<file path="config.mk">
export PLATFORM = sky130hd
export DESIGN_NAME = timer_countdown_ctrl
export DESIGN_NICKNAME = d
export VERILOG_FILES = /design/src/rtl/timer_countdown_ctrl.sv
export SDC_FILE = /design/constraint.sdc
export NUM_CORES = 1
export LEC_CHECK = 0
export CORE_ASPECT_RATIO = 0.8
export CORE_MARGIN = 1
export CORE_UTILIZATION = 60
export CTS_BUF_LIST = sky130_fd_sc_hd__clkbuf_2
export DETAILED_ROUTE_END_ITERATION = 6
export PLACE_DENSITY = 0.91
export SYNTH_ARGS = -nofsm -noshare
export SYNTH_HDL_FRONTEND = slang
export SYNTH_SLANG_ARGS = --single-unit
</file>
<file path="constraint.sdc">
create_clock -name clk -period 6.7 [get_ports clk]
set_input_delay 1.005 -clock clk [delete_from_list [all_inputs] [get_ports clk]]
set_output_delay 1.005 -clock clk [all_outputs]
set_load 0.05 [all_outputs]
</file>
<file path="src/rtl/timer_countdown_ctrl.sv">
// Countdown-timer sequencer: BCD preset configuration, per-second countdown
// and alarm handling, plus the control decode for the downstream timer register.
module timer_countdown_ctrl #(
  parameter logic [7:0] HR_MAX = 8'h23,
  parameter logic [7:0] MS_MAX = 8'h59
) (
  input  logic       clk,
  input  logic       reset,
  input  logic       tick_1hz,
  input  logic       btn_set,
  input  logic       btn_next,
  input  logic       btn_up,
  input  logic       btn_down,
  input  logic       btn_start,
  input  logic       btn_desactivar,
  output logic [7:0] cnt_hr,
  output logic [7:0] cnt_min,
  output logic [7:0] cnt_sec,
  output logic [1:0] field_sel,
  output logic       reg_hold,
  output logic       reg_sel,
  output logic       estado_alarma,
  output logic       alarm,
  output logic [1:0] state
);

  typedef enum logic [1:0] {
    IDLE   = 2'd0,
    CONFIG = 2'd1,
    RUN    = 2'd2,
    ALARM  = 2'd3
  } state_t;

  typedef enum logic [2:0] {
    BTN_NONE,
    BTN_DESACT,
    BTN_START,
    BTN_SET,
    BTN_NEXT,
    BTN_UP,
    BTN_DOWN
  } btn_t;

  state_t     cur_state, nxt_state;
  btn_t       btn;
  logic [7:0] pre_hr, pre_min, pre_sec;
  logic [7:0] pre_hr_nxt, pre_min_nxt, pre_sec_nxt;
  logic [7:0] cnt_hr_nxt, cnt_min_nxt, cnt_sec_nxt;
  logic [7:0] dec_hr, dec_min, dec_sec;
  logic [1:0] field_nxt;
  logic       preset_zero;
  logic       dec_zero;

  function automatic logic [7:0] bcd_inc(input logic [7:0] val, input logic [7:0] max);
    if (val == max)
      return 8'h00;
    else if (val[3:0] == 4'd9)
      return {val[7:4] + 4'd1, 4'd0};
    else
      return {val[7:4], val[3:0] + 4'd1};
  endfunction

  function automatic logic [7:0] bcd_dec(input logic [7:0] val, input logic [7:0] max);
    if (val == 8'h00)
      return max;
    else if (val[3:0] == 4'd0)
      return {val[7:4] - 4'd1, 4'd9};
    else
      return {val[7:4], val[3:0] - 4'd1};
  endfunction

  // Only the single highest-priority button pulse is allowed to act.
  always_comb begin
    btn = BTN_NONE;
    if (btn_desactivar)
      btn = BTN_DESACT;
    else if (btn_start)
      btn = BTN_START;
    else if (btn_set)
      btn = BTN_SET;
    else if (btn_next)
      btn = BTN_NEXT;
    else if (btn_up)
      btn = BTN_UP;
    else if (btn_down)
      btn = BTN_DOWN;
  end

  // One-second borrow chain; hours never underflow because RUN never holds zero.
  always_comb begin
    dec_sec  = bcd_dec(cnt_sec, MS_MAX);
    dec_min  = (cnt_sec == 8'h00) ? bcd_dec(cnt_min, MS_MAX) : cnt_min;
    dec_hr   = (cnt_sec == 8'h00 && cnt_min == 8'h00) ? bcd_dec(cnt_hr, HR_MAX) : cnt_hr;
    dec_zero = (dec_sec == 8'h00) && (dec_min == 8'h00) && (dec_hr == 8'h00);
  end

  assign preset_zero = (pre_hr == 8'h00) && (pre_min == 8'h00) && (pre_sec == 8'h00);

  always_ff @(posedge clk or posedge reset) begin
    if (reset)
      cur_state <= IDLE;
    else
      cur_state <= nxt_state;
  end

  always_comb begin
    nxt_state = cur_state;
    unique case (cur_state)
      IDLE: begin
        if (btn == BTN_START && !preset_zero)
          nxt_state = RUN;
        else if (btn == BTN_SET)
          nxt_state = CONFIG;
      end
      CONFIG: begin
        if (btn == BTN_START && !preset_zero)
          nxt_state = RUN;
        else if (btn == BTN_SET)
          nxt_state = IDLE;
      end
      RUN: begin
        if (btn == BTN_DESACT)
          nxt_state = IDLE;
        else if (tick_1hz && dec_zero)
          nxt_state = ALARM;
      end
      ALARM: begin
        if (btn == BTN_DESACT)
          nxt_state = IDLE;
      end
      default: nxt_state = IDLE;
    endcase
  end

  always_comb begin
    reg_hold      = (cur_state == IDLE) || (cur_state == ALARM);
    reg_sel       = (cur_state == RUN) || (cur_state == ALARM);
    estado_alarma = (cur_state == RUN) || (cur_state == ALARM);
    alarm         = (cur_state == ALARM);
    state         = cur_state;
  end

  // Preset only changes in CONFIG; outside RUN/ALARM the count tracks the preset.
  always_comb begin
    pre_hr_nxt  = pre_hr;
    pre_min_nxt = pre_min;
    pre_sec_nxt = pre_sec;
    cnt_hr_nxt  = cnt_hr;
    cnt_min_nxt = cnt_min;
    cnt_sec_nxt = cnt_sec;
    field_nxt   = field_sel;
    unique case (cur_state)
      IDLE: begin
        if (btn == BTN_SET)
          field_nxt = 2'd0;
        cnt_hr_nxt  = pre_hr;
        cnt_min_nxt = pre_min;
        cnt_sec_nxt = pre_sec;
      end
      CONFIG: begin
        if (btn == BTN_NEXT) begin
          field_nxt = (field_sel == 2'd2) ? 2'd0 : field_sel + 2'd1;
        end else if (btn == BTN_UP || btn == BTN_DOWN) begin
          case (field_sel)
            2'd0:
              pre_sec_nxt = (btn == BTN_UP) ? bcd_inc(pre_sec, MS_MAX) : bcd_dec(pre_sec, MS_MAX);
            2'd1:
              pre_min_nxt = (btn == BTN_UP) ? bcd_inc(pre_min, MS_MAX) : bcd_dec(pre_min, MS_MAX);
            default:
              pre_hr_nxt  = (btn == BTN_UP) ? bcd_inc(pre_hr, HR_MAX) : bcd_dec(pre_hr, HR_MAX);
          endcase
        end
        cnt_hr_nxt  = pre_hr_nxt;
        cnt_min_nxt = pre_min_nxt;
        cnt_sec_nxt = pre_sec_nxt;
      end
      RUN: begin
        if (btn == BTN_DESACT) begin
          cnt_hr_nxt  = pre_hr;
          cnt_min_nxt = pre_min;
          cnt_sec_nxt = pre_sec;
        end else if (tick_1hz) begin
          cnt_hr_nxt  = dec_hr;
          cnt_min_nxt = dec_min;
          cnt_sec_nxt = dec_sec;
        end
      end
      ALARM: begin
        if (btn == BTN_DESACT) begin
          cnt_hr_nxt  = pre_hr;
          cnt_min_nxt = pre_min;
          cnt_sec_nxt = pre_sec;
        end
      end
      default: ;
    endcase
  end

  always_ff @(posedge clk or posedge reset) begin
    if (reset) begin
      pre_hr    <= 8'h00;
      pre_min   <= 8'h00;
      pre_sec   <= 8'h00;
      cnt_hr    <= 8'h00;
      cnt_min   <= 8'h00;
      cnt_sec   <= 8'h00;
      field_sel <= 2'd0;
    end else begin
      pre_hr    <= pre_hr_nxt;
      pre_min   <= pre_min_nxt;
      pre_sec   <= pre_sec_nxt;
      cnt_hr    <= cnt_hr_nxt;
      cnt_min   <= cnt_min_nxt;
      cnt_sec   <= cnt_sec_nxt;
      field_sel <= field_nxt;
    end
  end

endmodule
</file>
==> results of run 1 <==
## stage by stage
stage | worst slack, ns | total power, mW
final | 2.64 | 2.88
after global routing | 2.54 | 3.06
after CTS | 2.71 | 2.81
after detailed placement | 2.92 | 2.67
after global placement | 2.96 | 2.61
after floorplan | 3.76 | 2.14
## Yosys cell counts, drive strengths merged, types with 12 or more instances
library cell / n
ha: 31
dfrtp: 52
o211ai: 15
nand2: 53
a21o: 17
a31oi: 13
buf: 15
clkbuf: 33
a21oi: 46
inv: 45
nor2: 42
nand3: 30
o21ai: 82
nor3: 12
## path summary, 6_finish.rpt
kind,slack [ns],end,depth (start not counted),from
setup reg to reg,3.57,state[0]$_DFFE_PP0P_,9,pre_hr[1]$_DFFE_PP0P_
hold reg to reg,0.62,cnt_min[1]$_DFFE_PP0P_,2,cnt_min[1]$_DFFE_PP0P_
hold / removal,0.62,cnt_min[1]$_DFFE_PP0P_,2,cnt_min[1]$_DFFE_PP0P_
max in group asynchronous,5.24,pre_min[7]$_DFFE_PP0P_,3,reset
min in group asynchronous,0.97,cnt_sec[7]$_DFFE_PP0P_,3,reset
setup / recovery,2.64,estado_alarma,4,state[0]$_DFFE_PP0P_
## power groups by stage
stage / sequential, mW / combinational [mW] / clock [mW]
final: 0.743 / 1.99 / 0.147
after global routing: 0.756 / 2.15 / 0.157
after CTS: 0.722 / 1.95 / 0.143
after detailed placement: 0.730 / 1.94 / 0
after global placement: 0.715 / 1.89 / 0
after floorplan: 0.848 / 1.30 / 0
## state kept, by name, summed over array words and instances (netlist names)
| signal | flops |
|---|---|
| cnt_min | 8 |
| pre_hr | 8 |
| pre_min | 8 |
| cnt_hr | 8 |
| state | 2 |
| pre_sec | 8 |
| cnt_sec | 8 |
| field_sel | 2 |
## cell usage in the layout (no fill, tap or decap), types with 4 or more instances in the layout
cell	netlist	layout
clkbuf_2	0	6
ha_1	31	31
a21oi_1	41	41
a21o_1	17	17
o21ai_1	14	15
nand2_1	53	53
a31oi_1	13	13
a221oi_1	8	8
nor4_1	7	7
buf_4	2	6
o21ai_0	67	66
nor3_1	11	11
clkdlybuf4s50_1	0	40
o221ai_1	4	4
and3_1	10	10
nor3b_1	5	5
nor2_1	40	40
or3b_2	5	5
mux2_2	6	6
nand3_1	30	30
o211ai_1	15	15
inv_1	45	44
nand4_1	7	7
o22ai_1	10	10
dfrtp_1	52	52
a21oi_2	5	5
or4_1	4	4
nand3b_1	6	6
mux2i_1	9	9
## worst max-delay path, delay by kind of cell, from the launching register on
family | cells | cell delay (ns)
fa+ha+maj | 1 | 0.79
buf+inv | 2 | 0.93
flops | 1 | 0.55
simple gates | 1 | 0.29
## area by class of cell
cell class	instances	share of cell area
timing repair buffer	46	0.0808
inverter	45	0.0306
clock buffer	6	0.00544
tap	108	0.0245
sequential	52	0.236
multi-input combinational	503	0.620
clock inverter	2	0.00295
## cell families after synthesis
group           after synthesis
xor+xnor                      4
mux                          15
buf+inv                      93
flops                        52
fa+ha+maj                    31
compound gates              239
simple gates                214
## routing by layer
layer  share of wire  GRT usage
met4           0.016     0.0832
met5               0          0
met1            0.43      0.541
met2            0.40      0.494
met3            0.15      0.106
==> out/results.ini, run 1 <==
[run_status]
outcome=finished, final reports clean

[synth]
netlist_top_cells_area=dfrtp_1, ha_1, o21ai_0
ys_warn_count=0
syn_nets=688
syn_avg_cell_area_um2=7.90
muxShareOfSynthArea=0.0308
synth_top_area_share=0.254
syn_area_um2=5120
synth_ff_type=dfrtp_1
synthDistinctLibCells=84
yosysSeqAreaShare=0.254
synth-compound-area-share=0.310
synth-async-reset-ratio=1.00
synth-seq-cells=52
synth-simple-area-share=0.244
synthCells=648
synth-edff-count=0
synth.largest_area_cell=dfrtp_1
synth_fa_ha_area_frac=0.0758
synth_xor_area_frac=0.00685
synth_top_family_by_area=compound AO/OA/AOI/OAI gates

[route]
post_drt_wl_per_cell_um=20.6
ant_nets=0
vias=5392
drc=0
drtIter0Drc=566
drt_wl_total_um=15700
drtPass1Iterations=5
viasPerCell=7.08

[clock_network]
cts_tree=yes
clk_pin_slew_ns=0.32
hold_buffers=0
cts_root_buffer=clkbuf_2
clock_sinks=52
ctsHtreeMaxLevel=2
cts_resized=0
clockBufferDepth=2
clk_latency_ns=0.50
post_cts_buffers=0
cts_buffers=5

[final_layout]
fin_area_um2=5520
nets=693
fill_cells=669
drive_gt1_frac=0.0948
multiInputGateArea_um2=3420
syn_to_final_growth_pct=7.78
seq_area_um2=1300
utilization=0.682
diodes=0
fin_cells=762

[timing]
tightest_slew_ns=1.11
setup-violations-final=0
clock_skew_ns=0.0291
final-hold-violation-count=0
finalCritPeriodShare=0.606
holdWs_ns=0.623
rsz0062_at_grt=false
relSlewSlack=0.261
setup_tns_ns=0
period_minus_slack_ns=4.06
drv_slew=0
clock.fmax_mhz=246

[power_and_ir_drop]
p_sw_mw=1.68
share_comb_of_total_power=0.691
power_density_nw_per_um2=522
peakVddDrop_mv=0.334
pwr-share-seq=0.258
switching_share=0.583
p_leak_nw=2.22
power.internal_mw=1.20
power_frac_clock=0.051

[place]
placed_cells_incl_taps=754
placed_cell_area_um2=5470
hpwl_um=11100
gp_congestion=0.920
io_buffers=40

[global_routing]
grt_pass1_vias=4892
grt_max_degree=53
antenna_found_initial=0
grt_util_all_layers=0.357
grt_pass1_wl_um=25400
overflow=0

[setup_path]
crit_slowest_cell=clkdlybuf4s50_1
end_kind=output pin
slowest_delay_ns=0.81
crit_chain=inv_1, ha_1, or2_2, clkdlybuf4s50_1
crit_arrival_ns=3.05
start_kind=flip-flop
path_class=flip-flop to output pin
crit_fanout=22
required_ns=5.69

[die]
row_count=29
fp.dieArea_um2=8900
die_x_um=105
ioPinCount=41
coreArea_um2=8090
die_y_um=84.6
start_util=0.632

[run]
drv_cap=0

[hold_path]
hp-class=flip-flop to flip-flop

(Power assumes the default switching activity.)
==> inputs of run 2 (changes only) <==
Settings changed: CORE_UTILIZATION 60 to 55, PLACE_DENSITY 0.91 to 0.88.
Clock period 6.7 ns to 3.43 ns, I/O delays scaled along.
==> out/results.ini, run 2 (same netlist as run 1, synthesis figures left out) <==
[run_status]
outcome=finished, final reports clean

[timing]
final-hold-violation-count=0  ; unchanged
setup-violations-final=0  ; unchanged
setup_tns_ns=0  ; unchanged
period_minus_slack_ns=3.04
relSlewSlack=0.509  ; +0.248
clock.fmax_mhz=329
rsz0062_at_grt=false
holdWs_ns=0.296  ; -0.327 ns
tightest_slew_ns=0.729  ; -0.380 ns
drv_slew=0  ; unchanged
clock_skew_ns=0.0245  ; -0.00460 ns
finalCritPeriodShare=0.887

[setup_path]
start_kind=flip-flop
required_ns=2.92  ; -2.77 ns
end_kind=output pin
crit_fanout=11  ; -50%
path_class=flip-flop to output pin
crit_arrival_ns=2.53  ; -0.52 ns

[route]
drtIter0Drc=668  ; +18%
drc=0  ; unchanged
post_drt_wl_per_cell_um=19.9  ; -3.0%
drtPass1Iterations=5  ; unchanged
drt_wl_total_um=15600  ; -0.50%
viasPerCell=6.78  ; -4.1%
ant_nets=0  ; unchanged
vias=5305  ; -1.6%

[power_and_ir_drop]
pwr-share-seq=0.247  ; -0.011
p_leak_nw=2.30  ; +3.6%
power_mw=5.74  ; +99%
power_frac_clock=0.062  ; +0.011
power.internal_mw=2.49  ; +110%
power_density_nw_per_um2=1020  ; +95%
switching_share=0.566  ; -0.0172
p_sw_mw=3.25  ; +94%
share_comb_of_total_power=0.692  ; about the same
peakVddDrop_mv=0.767  ; +130%

[final_layout]
diodes=0  ; unchanged
utilization=0.625  ; -0.0571
final_common_cell=o21ai_0
mostFrequentLayoutCells=o21ai_0, nand2_1, dfrtp_1, inv_1, a21oi_1
nets=706  ; +1.9%
fin_area_um2=5640  ; +2.3%
drive_gt1_frac=0.112  ; +0.0176
syn_to_final_growth_pct=10.3
fill_cells=778  ; +16%

[clock_network]
cts_tree=yes
ctsHtreeMaxLevel=2  ; unchanged
post_cts_buffers=0  ; unchanged
clk_latency_ns=0.49  ; about the same
cts_resized=0  ; unchanged
cts_root_buffer=clkbuf_2
cts_buffers=5  ; unchanged
clk_pin_slew_ns=0.30  ; -0.02 ns
clockBufferDepth=2  ; unchanged
clock_sinks=52  ; unchanged
hold_buffers=0  ; unchanged

[place]
io_buffers=40  ; unchanged
hpwl_um=11300  ; +1.7%
placed_cell_area_um2=5580  ; +1.9%
gp_congestion=0.978  ; +6.3%

[hold_path]
hp-class=input port to async pin

[die]
die_y_um=88.3  ; +4.3%
start_util=0.566  ; -0.0662
row_count=31  ; +6.9%
fp.dieArea_um2=9700  ; +8.9%
coreArea_um2=9040  ; +12%
ioPinCount=41  ; unchanged
die_x_um=110  ; +4.4%

[global_routing]
grt_pass1_wl_um=24900  ; -1.9%
grt_util_all_layers=0.335  ; -0.0224
grt_max_degree=44  ; -17%
antenna_found_initial=0  ; unchanged
grt_pass1_vias=4570  ; -6.6%
overflow=0  ; unchanged

[run]
drv_cap=0  ; unchanged

-- run 2: changes by cell type in the layout (fill, tap and decap cells not counted), sizes merged --
cell,change
clkinvlp,-1
clkinv,-1
buf,+13
inv,+1
bufinv,+1
-- run 2: power by group through the flow --
stage / logic [mW] / registers, mW / clock network, mW
after floorplan: 2.53 / 1.66 / 0
after global placement: 3.81 / 1.38 / 0
after detailed placement: 3.88 / 1.40 / 0
after CTS: 3.90 / 1.39 / 0.360
after global routing: 4.31 / 1.46 / 0.375
final: 3.97 / 1.42 / 0.355
-- run 2: path summary, 6_finish.rpt --
| path | slack, ns | start | depth (start not counted) | end |
|---|---|---|---|---|
| min in group clk | 0.62 | cnt_min[1]$_DFFE_PP0P_ | 2 | cnt_min[1]$_DFFE_PP0P_ |
| hold / removal | 0.30 | reset | 2 | cnt_min[7]$_DFFE_PP0P_ |
| setup / recovery | 0.39 | state[0]$_DFFE_PP0P_ | 5 | reg_hold |
| hold reg to reg | 0.62 | cnt_min[1]$_DFFE_PP0P_ | 2 | cnt_min[1]$_DFFE_PP0P_ |
| setup reg to reg | 0.50 | cnt_sec[4]$_DFFE_PP0P_ | 9 | cnt_hr[7]$_DFFE_PP0P_ |
| max in group asynchronous | 2.29 | reset | 3 | cnt_hr[2]$_DFFE_PP0P_ |
-- run 2: critical path: stages (launching register included) --
cell	delay, ns
dfrtp_1	0.53
inv_1	0.09
ha_1	0.32
inv_1	0.06
buf_4	0.20
clkdlybuf4s50_1	0.83
-- run 2: cell type report --
class,count,area [um2],area share
Multi-Input combinational cell,503,3420,0.606
Sequential cell,52,1300,0.231
Timing Repair Buffer,59,543,0.0962
Inverter,45,169,0.0299
Tap cell,115,144,0.0255
Clock inverter,2,38.8,0.00687
Clock buffer,6,30.0,0.00532
-- run 2: per-layer routing --
metal / GRT usage / share of wire / vias to the layer above
met1: 0.526 / 0.47 / 2484
met5: 0 / 0 / -
met2: 0.469 / 0.41 / 349
met3: 0.0523 / 0.11 / 21
li1: - / - / 2451
met4: 0.0873 / 0.016 / 0
-- run 2: metrics by stage --
stage	instances	setup slack [ns]
final	782	0.387
after global routing	782	0.297
after CTS	782	0.395
after detailed placement	774	0.279
after global placement	774	0.354
after floorplan	648	0.809
